==> config.mk <==
export PLATFORM = sky130hd
export DESIGN_NAME = div_top_flat
export DESIGN_NICKNAME = d
export VERILOG_FILES = /design/src/rtl/div_pkg.sv /design/src/rtl/div_if.sv /design/src/rtl/div_controller.sv /design/src/rtl/div_top.sv /design/src/flat_wrapper.sv
export SDC_FILE = /design/constraint.sdc
export NUM_CORES = 1
export LEC_CHECK = 0
export BUFFER_PORTS_ARGS = -buffer_cell sky130_fd_sc_hd__buf_2
export CORE_UTILIZATION = 46
export DETAILED_ROUTE_END_ITERATION = 6
export GPL_TIMING_DRIVEN = 1
export PLACE_DENSITY = 0.71
export SETUP_SLACK_MARGIN = 0.02
export SYNTH_ARGS = -nofsm -noshare
export SYNTH_HDL_FRONTEND = slang
export SYNTH_HIERARCHICAL = 1
export SYNTH_SLANG_ARGS = --single-unit
==> constraint.sdc <==
create_clock -name clk -period 6.36 [get_ports clk]
set_input_delay 0.954 -clock clk [delete_from_list [all_inputs] [get_ports clk]]
set_output_delay 0.954 -clock clk [all_outputs]
set_load 0.02 [all_outputs]
==> src/rtl/div_pkg.sv <==
// Shared constants and FSM state type for the sequential fixed-point divider.
package div_pkg;

  localparam int unsigned WIDTH = 10;
  localparam int unsigned FRAC  = 4;
  localparam int unsigned ITER  = WIDTH + FRAC;
  localparam int unsigned CNT_W = $clog2(ITER + 1);

  typedef enum logic [1:0] {
    StIdle,
    StRun,
    StDone
  } state_e;

endpackage

==> src/rtl/div_if.sv <==
// Operand/result handshake bundle between a requester and the divider.
interface div_if;
  import div_pkg::*;

  logic             start;
  logic [WIDTH-1:0] A;
  logic [WIDTH-1:0] B;
  logic [WIDTH-1:0] Q;
  logic             busy;
  logic             valid;
  logic             ov;

  modport master (
    output start, A, B,
    input  Q, busy, valid, ov
  );

  modport slave (
    input  start, A, B,
    output Q, busy, valid, ov
  );

endinterface

==> src/rtl/div_controller.sv <==
// Divider sequencing FSM: accepts start, counts iterations, strobes the datapath.
module div_controller
  import div_pkg::*;
(
  input  logic clk,
  input  logic rst,
  input  logic start,
  output logic load,
  output logic shift,
  output logic done,
  output logic busy,
  output logic valid
);

  state_e           state_q;
  logic [CNT_W-1:0] cnt_q;

  always_ff @(posedge clk) begin
    if (rst) begin
      state_q <= StIdle;
      cnt_q   <= '0;
      busy    <= 1'b0;
      valid   <= 1'b0;
    end else begin
      case (state_q)
        StIdle, StDone: begin
          if (start) begin
            state_q <= StRun;
            cnt_q   <= CNT_W'(ITER);
            busy    <= 1'b1;
            valid   <= 1'b0;
          end
        end
        StRun: begin
          // One extra cycle at cnt_q==0 registers the saturated result.
          if (cnt_q != '0) begin
            cnt_q <= cnt_q - 1'b1;
          end else begin
            state_q <= StDone;
            busy    <= 1'b0;
            valid   <= 1'b1;
          end
        end
        default: begin
          state_q <= StIdle;
          busy    <= 1'b0;
          valid   <= 1'b0;
        end
      endcase
    end
  end

  assign load  = ((state_q == StIdle) || (state_q == StDone)) && start;
  assign shift = (state_q == StRun) && (cnt_q != '0);
  assign done  = (state_q == StRun) && (cnt_q == '0);

endmodule

==> src/rtl/div_top.sv <==
// Radix-2 restoring unsigned divider computing floor((A << FRAC) / B), one bit per clock.
module div_top
  import div_pkg::*;
(
  input logic  clk,
  input logic  rst,
  div_if.slave bus
);

  logic load;
  logic shift;
  logic done;

  logic [WIDTH-1:0] b_q;
  logic [ITER-1:0]  dvd_q;
  logic [WIDTH:0]   rem_q;
  logic [ITER-1:0]  quo_q;
  logic [WIDTH-1:0] q_q;
  logic             ov_q;

  logic [WIDTH:0] rem_shift;
  logic [WIDTH:0] rem_sub;
  logic           ge;
  logic           sat;

  div_controller u_ctrl (
    .clk   (clk),
    .rst   (rst),
    .start (bus.start),
    .load  (load),
    .shift (shift),
    .done  (done),
    .busy  (bus.busy),
    .valid (bus.valid)
  );

  always_comb begin
    rem_shift = {rem_q[WIDTH-1:0], dvd_q[ITER-1]};
    ge        = rem_shift >= {1'b0, b_q};
    rem_sub   = rem_shift - {1'b0, b_q};
    sat       = (|quo_q[ITER-1:WIDTH]) || (b_q == '0);
  end

  always_ff @(posedge clk) begin
    if (rst) begin
      b_q   <= '0;
      dvd_q <= '0;
      rem_q <= '0;
      quo_q <= '0;
      q_q   <= '0;
      ov_q  <= 1'b0;
    end else if (load) begin
      b_q   <= bus.B;
      dvd_q <= {bus.A, {FRAC{1'b0}}};
      rem_q <= '0;
      quo_q <= '0;
    end else if (shift) begin
      dvd_q <= {dvd_q[ITER-2:0], 1'b0};
      rem_q <= ge ? rem_sub : rem_shift;
      quo_q <= {quo_q[ITER-2:0], ge};
    end else if (done) begin
      ov_q <= sat;
      q_q  <= sat ? '1 : quo_q[WIDTH-1:0];
    end
  end

  assign bus.Q  = q_q;
  assign bus.ov = ov_q;

endmodule

==> src/flat_wrapper.sv <==
// flat-port wrapper written by rule: the top's interface ports become plain ports
module div_top_flat import div_pkg::*;
  (clk, rst, bus_start, bus_A, bus_B, bus_Q, bus_busy, bus_valid, bus_ov);
  div_if bus_i ();
  input logic clk;
  input logic rst;
  input wire logic [$bits(bus_i.start)-1:0] bus_start;
  input wire logic [$bits(bus_i.A)-1:0] bus_A;
  input wire logic [$bits(bus_i.B)-1:0] bus_B;
  output wire logic [$bits(bus_i.Q)-1:0] bus_Q;
  output wire logic [$bits(bus_i.busy)-1:0] bus_busy;
  output wire logic [$bits(bus_i.valid)-1:0] bus_valid;
  output wire logic [$bits(bus_i.ov)-1:0] bus_ov;
  assign bus_i.start = bus_start;
  assign bus_i.A = bus_A;
  assign bus_i.B = bus_B;
  assign bus_Q = bus_i.Q;
  assign bus_busy = bus_i.busy;
  assign bus_valid = bus_i.valid;
  assign bus_ov = bus_i.ov;
  div_top u_core (.clk(clk), .rst(rst), .bus(bus_i));
endmodule
==> results of run 1 <==
[critical path, delay by kind of cell, from the launching register on]
kind,cells,cell delay (ns)
fa+ha+maj,1,0.22
buf+inv,2,0.39
flops,1,0.32
simple gates,7,1.91
[path summary, 6_finish.rpt]
check / slack (ns) / endpoint / cells after the start / startpoint
worst max-delay path: 3.35 / u_core/bus.Q[7]$_SDFFE_PP0P_ / 10 / u_core/u_ctrl/cnt_q[0]$_SDFFE_PP0P_
worst min-delay path: 0.49 / u_core/bus.Q[9]$_SDFFE_PP0P_ / 2 / u_core/bus.Q[9]$_SDFFE_PP0P_
worst max register to register: 3.35 / u_core/bus.Q[7]$_SDFFE_PP0P_ / 10 / u_core/u_ctrl/cnt_q[0]$_SDFFE_PP0P_
worst min register to register: 0.49 / u_core/bus.Q[9]$_SDFFE_PP0P_ / 2 / u_core/bus.Q[9]$_SDFFE_PP0P_
[registers in the layout, indices dropped and copies added (netlist names)]
name and flops:
u_core/quo_q 14, u_core/b_q 10, u_core/u_ctrl/valid 1, u_core/bus.ov 1
u_core/u_ctrl/busy 1, u_core/u_ctrl/cnt_q 4, u_core/dvd_q 10, u_core/u_ctrl/state_q 1
u_core/rem_q 10, u_core/bus.Q 10
[cell families (layout without fill, tap and decap cells)]
group	after synthesis	after routing
compound gates	59	59
xor+xnor	6	6
fa+ha+maj	12	12
buf+inv	37	71
flops	62	62
mux	34	34
simple gates	134	134
[area by class of cell]
class,instances,area share (%)
clock buffer,12,4.634
clock inverter,3,1.308
inverter,19,2.130
multi-input combinational,245,46.38
sequential,62,37.07
tap,75,2.803
timing repair buffer,37,5.680
[cells in the final DEF, fill, tap and decap left out, types with 2 or more instances in the layout]
cell,instances
nor2_1,75
nor3_1,14
a22oi_1,2
a211oi_1,4
a21oi_1,20
ha_1,11
xnor2_1,2
buf_4,2
nand4_1,5
o21ai_0,11
nand4b_1,2
clkbuf_8,11
inv_1,18
nand2b_1,4
mux2i_1,34
or3_1,2
dfxtp_1,62
nand3b_1,2
o211ai_1,3
and2_1,2
a21o_1,2
nand2_1,12
xor2_1,4
nand3_1,5
nor4_1,3
a31oi_1,7
buf_2,35
[per-layer routing]
layer / up-vias / part of all wire (%) / wire [microns] / track usage (%)
li1: 1262 / - / - / -
met1: 1136 / 50 / 3034 / 27.74
met2: 32 / 45 / 2747 / 31.24
met3: 4 / 3.4 / 208 / 6.222
met4: 0 / 0.93 / 56 / 7.368
met5: - / 0 / 0 / 0
[metrics by stage]
step,std cells,instance area [sq um],hold slack (ns)
2_1_floorplan,344,2930,0.4604
3_3_place_gp,438,3149,0.4763
3_5_place_dp,438,3149,0.4818
4_1_cts,453,3348,0.4952
5_1_grt,453,3348,0.5115
6_report,453,3348,0.4925
[power groups by stage]
stage | sequential [mW] | clock [mW] | combinational (mW)
finish | 0.426 | 0.347 | 0.221
global placement | 0.434 | 0 | 0.215
floorplan | 0.436 | 0 | 0.171
global route | 0.429 | 0.374 | 0.246
CTS | 0.426 | 0.356 | 0.221
detailed placement | 0.434 | 0 | 0.220
==> run metrics, run 1 <==
clk slew on worst S/H paths=approximately 0.070 ns; syn avg cell area=between 8 and 9 sq um; area grow syn2layout=14.26%; Slowest-stage cell, CP=nor3b_1; Clk pwr share=a little over a third; DR vias/cell=5.373; fraction of synthesized area in multiplexers=11.61%; RD Place Congestion=between 0.8 and 0.9; compound-cell area share of the yosys netlist=13.02%; most used cell, CP=nor2_1; Pre-Repair DR Iteration Count=4; # diodes=0; CP Capture Type=flip-flop; Worst Hold Class=reg2reg; setup violators final=0; crit-path cells=inv_1, ha_1, nor3b_1, nor2_4, buf_4, nor2_1, and2_1, nand3_1, nor2_1, nor3_1; CTS tree=done; Routed Antenna Nets=0; Post-route DRC=0; Vias=about 2400; Worst Slack Setup Final=3.354 ns; WP data arrival=3.20 ns; Setup CP Type=reg2reg; Cells after Synth=~340; Yosys top cell area share=42.36%; FP Rows=28; Max Slew Vio Count=0; Clock Latency Late Sink=about 0.33 ns; Chip Height=about 82 microns; first-pass GRT wire length=between 10 and 15 mm; Post-Place Setup Slack=between 3 and 4 ns; setup tns final=0 ns; die area=6694 sq um; Synth Warn #=6; largest family of logic cells by synthesized area=simple AND/OR/NAND/NOR gates; Post-CTS Hold Buffers=0; Net Sw Frac=29.50%; Logic pwr share=between 20% and 30%; CP max stage delay=0.56 ns; Final Hold Viols=0; CTS max path bufs=2; clock root buffer=clkbuf_8; PD cells=between 200 and 300 nW/um^2; Num CTS Buffers=9; post-detailed-routing wire length=between 6 and 7 mm; XOR/XNOR share of the synthesized area=1.793%; Post-synth top cells=nor2_1 (76), dfxtp_1 (62), mux2i_1 (34); Sequential Power Share=between 40% and 50%; number of flops mapped to enable cells by yosys=0; total power=a little under 1 mW; synth top area cells=dfxtp_1 (42%), mux2i_1 (12%), nor2_1 (9.7%); multi-input logic area=between 1500 and 2000 sq um; routed len/inst=13.35 microns; nets=about 410; initial antenna violation count=0; MaxCap Viol Count=0; GR Overflow Total=0; Worst Clk Skew=roughly 0.0062 ns; most instantiated library cell after synthesis=nor2_1; Post-CTS Setup Bufs=0; net switching power=0.2930 mW; post-layout min period=between 3 and 4 ns; Pint=0.7003 mW; Synth area leader=dfxtp_1; Sink Count=between 60 and 70; GR Util All Layers=20.68%; maximum clock rate=332.7 MHz; Filler Cell Count=between 600 and 700; critical path required time=6.55 ns; pin count of the biggest net entering global routing=51; Top Ports=36; VDD IR max=between 0.15 and 0.2 mV; leak pwr=between 1 and 1.5 nW; chip width=between 80 and 90 microns; Rel. slew slack=about a third; input/output buffers=35; vias in the first global route=between 2000 and 2500; Post-CTS Resized=0; share of cells above drive strength 1=between 10% and 20%; Initial Util=roughly 49%; initial DRC count=between 100 and 150; post-synthesis register bit count=just over 60; fin crit share=47.26%; async set-or-reset flop fraction in the synthesized netlist=0%; Primary FF master, synth=dfxtp_1; Setup crit start kind=flip-flop; post-synthesis adder-cell area fraction=roughly 5.4%; sequential area share after synthesis=between 40% and 50%; status=finished, final reports clean; Core Region=between 6000 and 7000 sq um; final core occ=between 50% and 60%; area occupied by registers=1241 sq um; synth unique cells=47; Simple-Gate Fraction of Synth Area=a little over a fifth; Worst-Margin Slew=0.9982 ns; CP Max Fanout=50; mapped cell area=about 2900 sq um; post-synthesis net count=about 380; RSZ-0062 raised after global routing=no; htree depth=3; Post-DP HPWL=roughly 4.2 mm
Note: power is estimated with default switching activity, not from simulation.
==> run 2: changes to the inputs <==
--- a/config.mk
+++ b/config.mk
@@ -5,11 +5,12 @@
 export SDC_FILE = /design/constraint.sdc
 export NUM_CORES = 1
 export LEC_CHECK = 0
+export ABC_AREA = 1
 export BUFFER_PORTS_ARGS = -buffer_cell sky130_fd_sc_hd__buf_2
 export CORE_UTILIZATION = 46
 export DETAILED_ROUTE_END_ITERATION = 6
 export GPL_TIMING_DRIVEN = 1
-export PLACE_DENSITY = 0.71
+export PLACE_DENSITY = 0.73
 export SETUP_SLACK_MARGIN = 0.02
 export SYNTH_ARGS = -nofsm -noshare
 export SYNTH_HDL_FRONTEND = slang
==> constraint.sdc (replaced) <==
create_clock -name clk -period 2.7 [get_ports clk]
set_input_delay 0.405 -clock clk [delete_from_list [all_inputs] [get_ports clk]]
set_output_delay 0.405 -clock clk [all_outputs]
set_load 0.02 [all_outputs]
==> run 2 against run 1 <==
  * Power rose to 2.6 times the previous value
  * Sequential power up 140%
  * Core utilization down 1.2 points
  * Synthesized cell count up 30%
  * Design area up 9.6%
  * Sequential share of layout area down 3.3 points
  * First-iteration DRC count up 12%
  * Sequential cell count unchanged
  * Final cell count up 26%
  * Global-route usage about the same
  * Area after synthesis up 9.6%
  * Largest cell class unchanged
  * Highest routed layer unchanged
==> run metrics, run 2 <==
CP max stage delay=slightly above 0.3 ns; post-synthesis register bit count=62; fraction of synthesized area in multiplexers=0%; Post-DP HPWL=~5.1 mm; PD cells=between 600 and 700 nW/um^2; Max Slew Vio Count=0; Synth Warn #=6; post-detailed-routing wire length=between 7 and 8 mm; die area=~7300 sq um; async set-or-reset flop fraction in the synthesized netlist=0%; Worst Clk Skew=slightly below 0.008 ns; GR Overflow Total=0; XOR/XNOR share of the synthesized area=less than 1%; post-synthesis adder-cell area fraction=under 10%; chip width=approximately 86 microns; first-pass GRT wire length=~12 mm; number of flops mapped to enable cells by yosys=0; pin count of the biggest net entering global routing=32; area grow syn2layout=14.30%; Rel. slew slack=approximately 70%; most frequent cells in the layout=nand2_1 (76), inv_1 (70), dfxtp_1 (62); leak pwr=~1.8 nW; MaxCap Viol Count=0; initial antenna violation count=0; fin crit share=between 80% and 90%; total power=between 2 and 3 mW; Vias=2923; DR vias/cell=approximately 5.1; synth unique cells=35; routed len/inst=around 12 microns; Post-synth top cells=nand2_1 (76), inv_1 (70), dfxtp_1 (62); Setup CP Type=reg2reg; share of cells above drive strength 1=between 10% and 20%; RSZ-0062 raised after global routing=no; post-synthesis net count=slightly below 500; RD Place Congestion=slightly above 0.9; CTS tree=done; delay-heaviest family, CP=simple AND/OR/NAND/NOR gates; Synth area leader=dfxtp_1; CP bufs+invs=5; htree depth=3; Setup crit start kind=flip-flop; worst hold margin=~0.31 ns; Pre-Repair DR Iteration Count=4; sequential area share after synthesis=about two fifths; compound-cell area share of the yosys netlist=17.18%; final instance area=roughly 3700 sq um; Post-CTS Hold Buffers=0; setup tns final=0 ns; Largest Register=u_core/quo_q; clock root buffer=clkbuf_8; Top Ports=36; Worst-Margin Slew=~0.45 ns; CP Capture Type=flip-flop; Cells after Synth=~450; initial DRC count=154; nets=between 500 and 600; critical path required time=around 2.9 ns; commonest non-fill, non-tap cell in the layout=nand2_1; Clock Latency Late Sink=between 0.3 and 0.4 ns; FP Rows=30; syn avg cell area=~7.2 sq um; Slowest-stage cell, CP=dfxtp_1; clk slew on worst S/H paths=approximately 0.070 ns; Primary FF master, synth=dfxtp_1; CP Max Fanout=12; Num CTS Buffers=9; dpl cell area=roughly 3500 sq um; GR Util All Layers=between 20% and 30%; Chip Height=between 80 and 90 microns; Reg2Reg Setup Slack=approximately 0.5 ns; maximum clock rate=roughly 460 MHz; CTS max path bufs=2; Yosys top cell area share=between 30% and 40%; post-layout min period=between 2 and 2.5 ns; synth top area cells=dfxtp_1 (39%), nand2_1 (8.9%), inv_1 (8.2%); Initial Util=between 40% and 50%; WP data arrival=2.42 ns; Sink Count=62; setup violators final=0; vias in the first global route=about 2800; status=finished, final reports clean; VDD IR max=0.4594 mV; Post-route DRC=0; mapped cell area=3212 sq um; Filler Cell Count=around 630; Worst Hold Class=in2reg; Core Region=~6800 sq um; Simple-Gate Fraction of Synth Area=27.15%; Post-CTS Setup Bufs=0; Post-Place Setup Slack=between 0.5 and 0.6 ns; Routed Antenna Nets=0; largest family of logic cells by synthesized area=simple AND/OR/NAND/NOR gates; Final Hold Viols=0; input/output buffers=35; most instantiated library cell after synthesis=nand2_1; Worst Slack Setup Final=roughly 0.50 ns; max reg flops=14; crit-path cells=inv_1, ha_1, nand3_1, nand2_4, inv_1, nor2_2, nand2_1, inv_2, nand2_1, a21oi_1, buf_4, nand2_1, o211ai_1, inv_1; Post-CTS Resized=0; # diodes=0
==> run 2: cell families (layout without fill, tap and decap cells) <==
family,after synthesis,after routing
AOI/OAI and AO/OA,96,96
xor gates and xnor gates,2,2
and+or+nand+nor,178,178
DFF,62,62
buffers and inverters,96,139
adders and majority gates,12,12
==> run 2: per-stage QoR <==
step | std cells | util (%)
3_3_place_gp | 553 | 51.39
3_5_place_dp | 553 | 51.39
2_1_floorplan | 446 | -
6_report | 569 | 54.33
4_1_cts | 569 | 54.33
5_1_grt | 569 | 54.33
==> run 2: layer usage <==
metal  global-route usage, %  routed length, microns  vias to the layer above  share of wire (%)
li1                        -                       -                     1524                  -
met1                   26.29                    3450                     1314                 49
met2                   34.69                    3234                       78                 46
met3                   3.850                     294                        7                4.2
met4                   8.333                      78                        0                1.1
met5                       0                       0                        -                  0
==> run 2: area by class of cell <==
cell class | count | area [sq um] | share of cell area [%]
clock buffer | 10 | 137.6 | 3.749
clock inverter | 6 | 61.31 | 1.670
inverter | 81 | 304.0 | 8.282
multi-input combinational | 288 | 1599 | 43.56
sequential | 62 | 1241 | 33.81
tap | 80 | 100.1 | 2.727
timing repair buffer | 42 | 227.7 | 6.203
==> run 2: path summary, 6_finish.rpt <==
check / start / end / cells past startpoint
hold / removal: bus_B[0] / u_core/b_q[0]$_SDFFE_PP0P_ / 3
setup reg to reg: u_core/u_ctrl/cnt_q[0]$_SDFFE_PP0P_ / u_core/bus.Q[9]$_SDFFE_PP0P_ / 14
setup / recovery: u_core/u_ctrl/cnt_q[0]$_SDFFE_PP0P_ / u_core/bus.Q[9]$_SDFFE_PP0P_ / 14
hold reg to reg: u_core/u_ctrl/cnt_q[0]$_SDFFE_PP0P_ / u_core/u_ctrl/cnt_q[0]$_SDFFE_PP0P_ / 1
==> run 2: worst min-delay path, delay by kind of cell <==
family        cells  cell delay (ns)
simple gates      2             0.11
buf+inv           1             0.07
==> run 2: power breakdown <==
| group | switching [mW] | internal [mW] | total [mW] |
|---|---|---|---|
| logic | 0.464 | 0.238 | 0.702 |
| clock network | 0.364 | 0.448 | 0.812 |
| registers | 0.0432 | 0.995 | 1.04 |
| total | 0.871 | 1.68 | 2.55 |
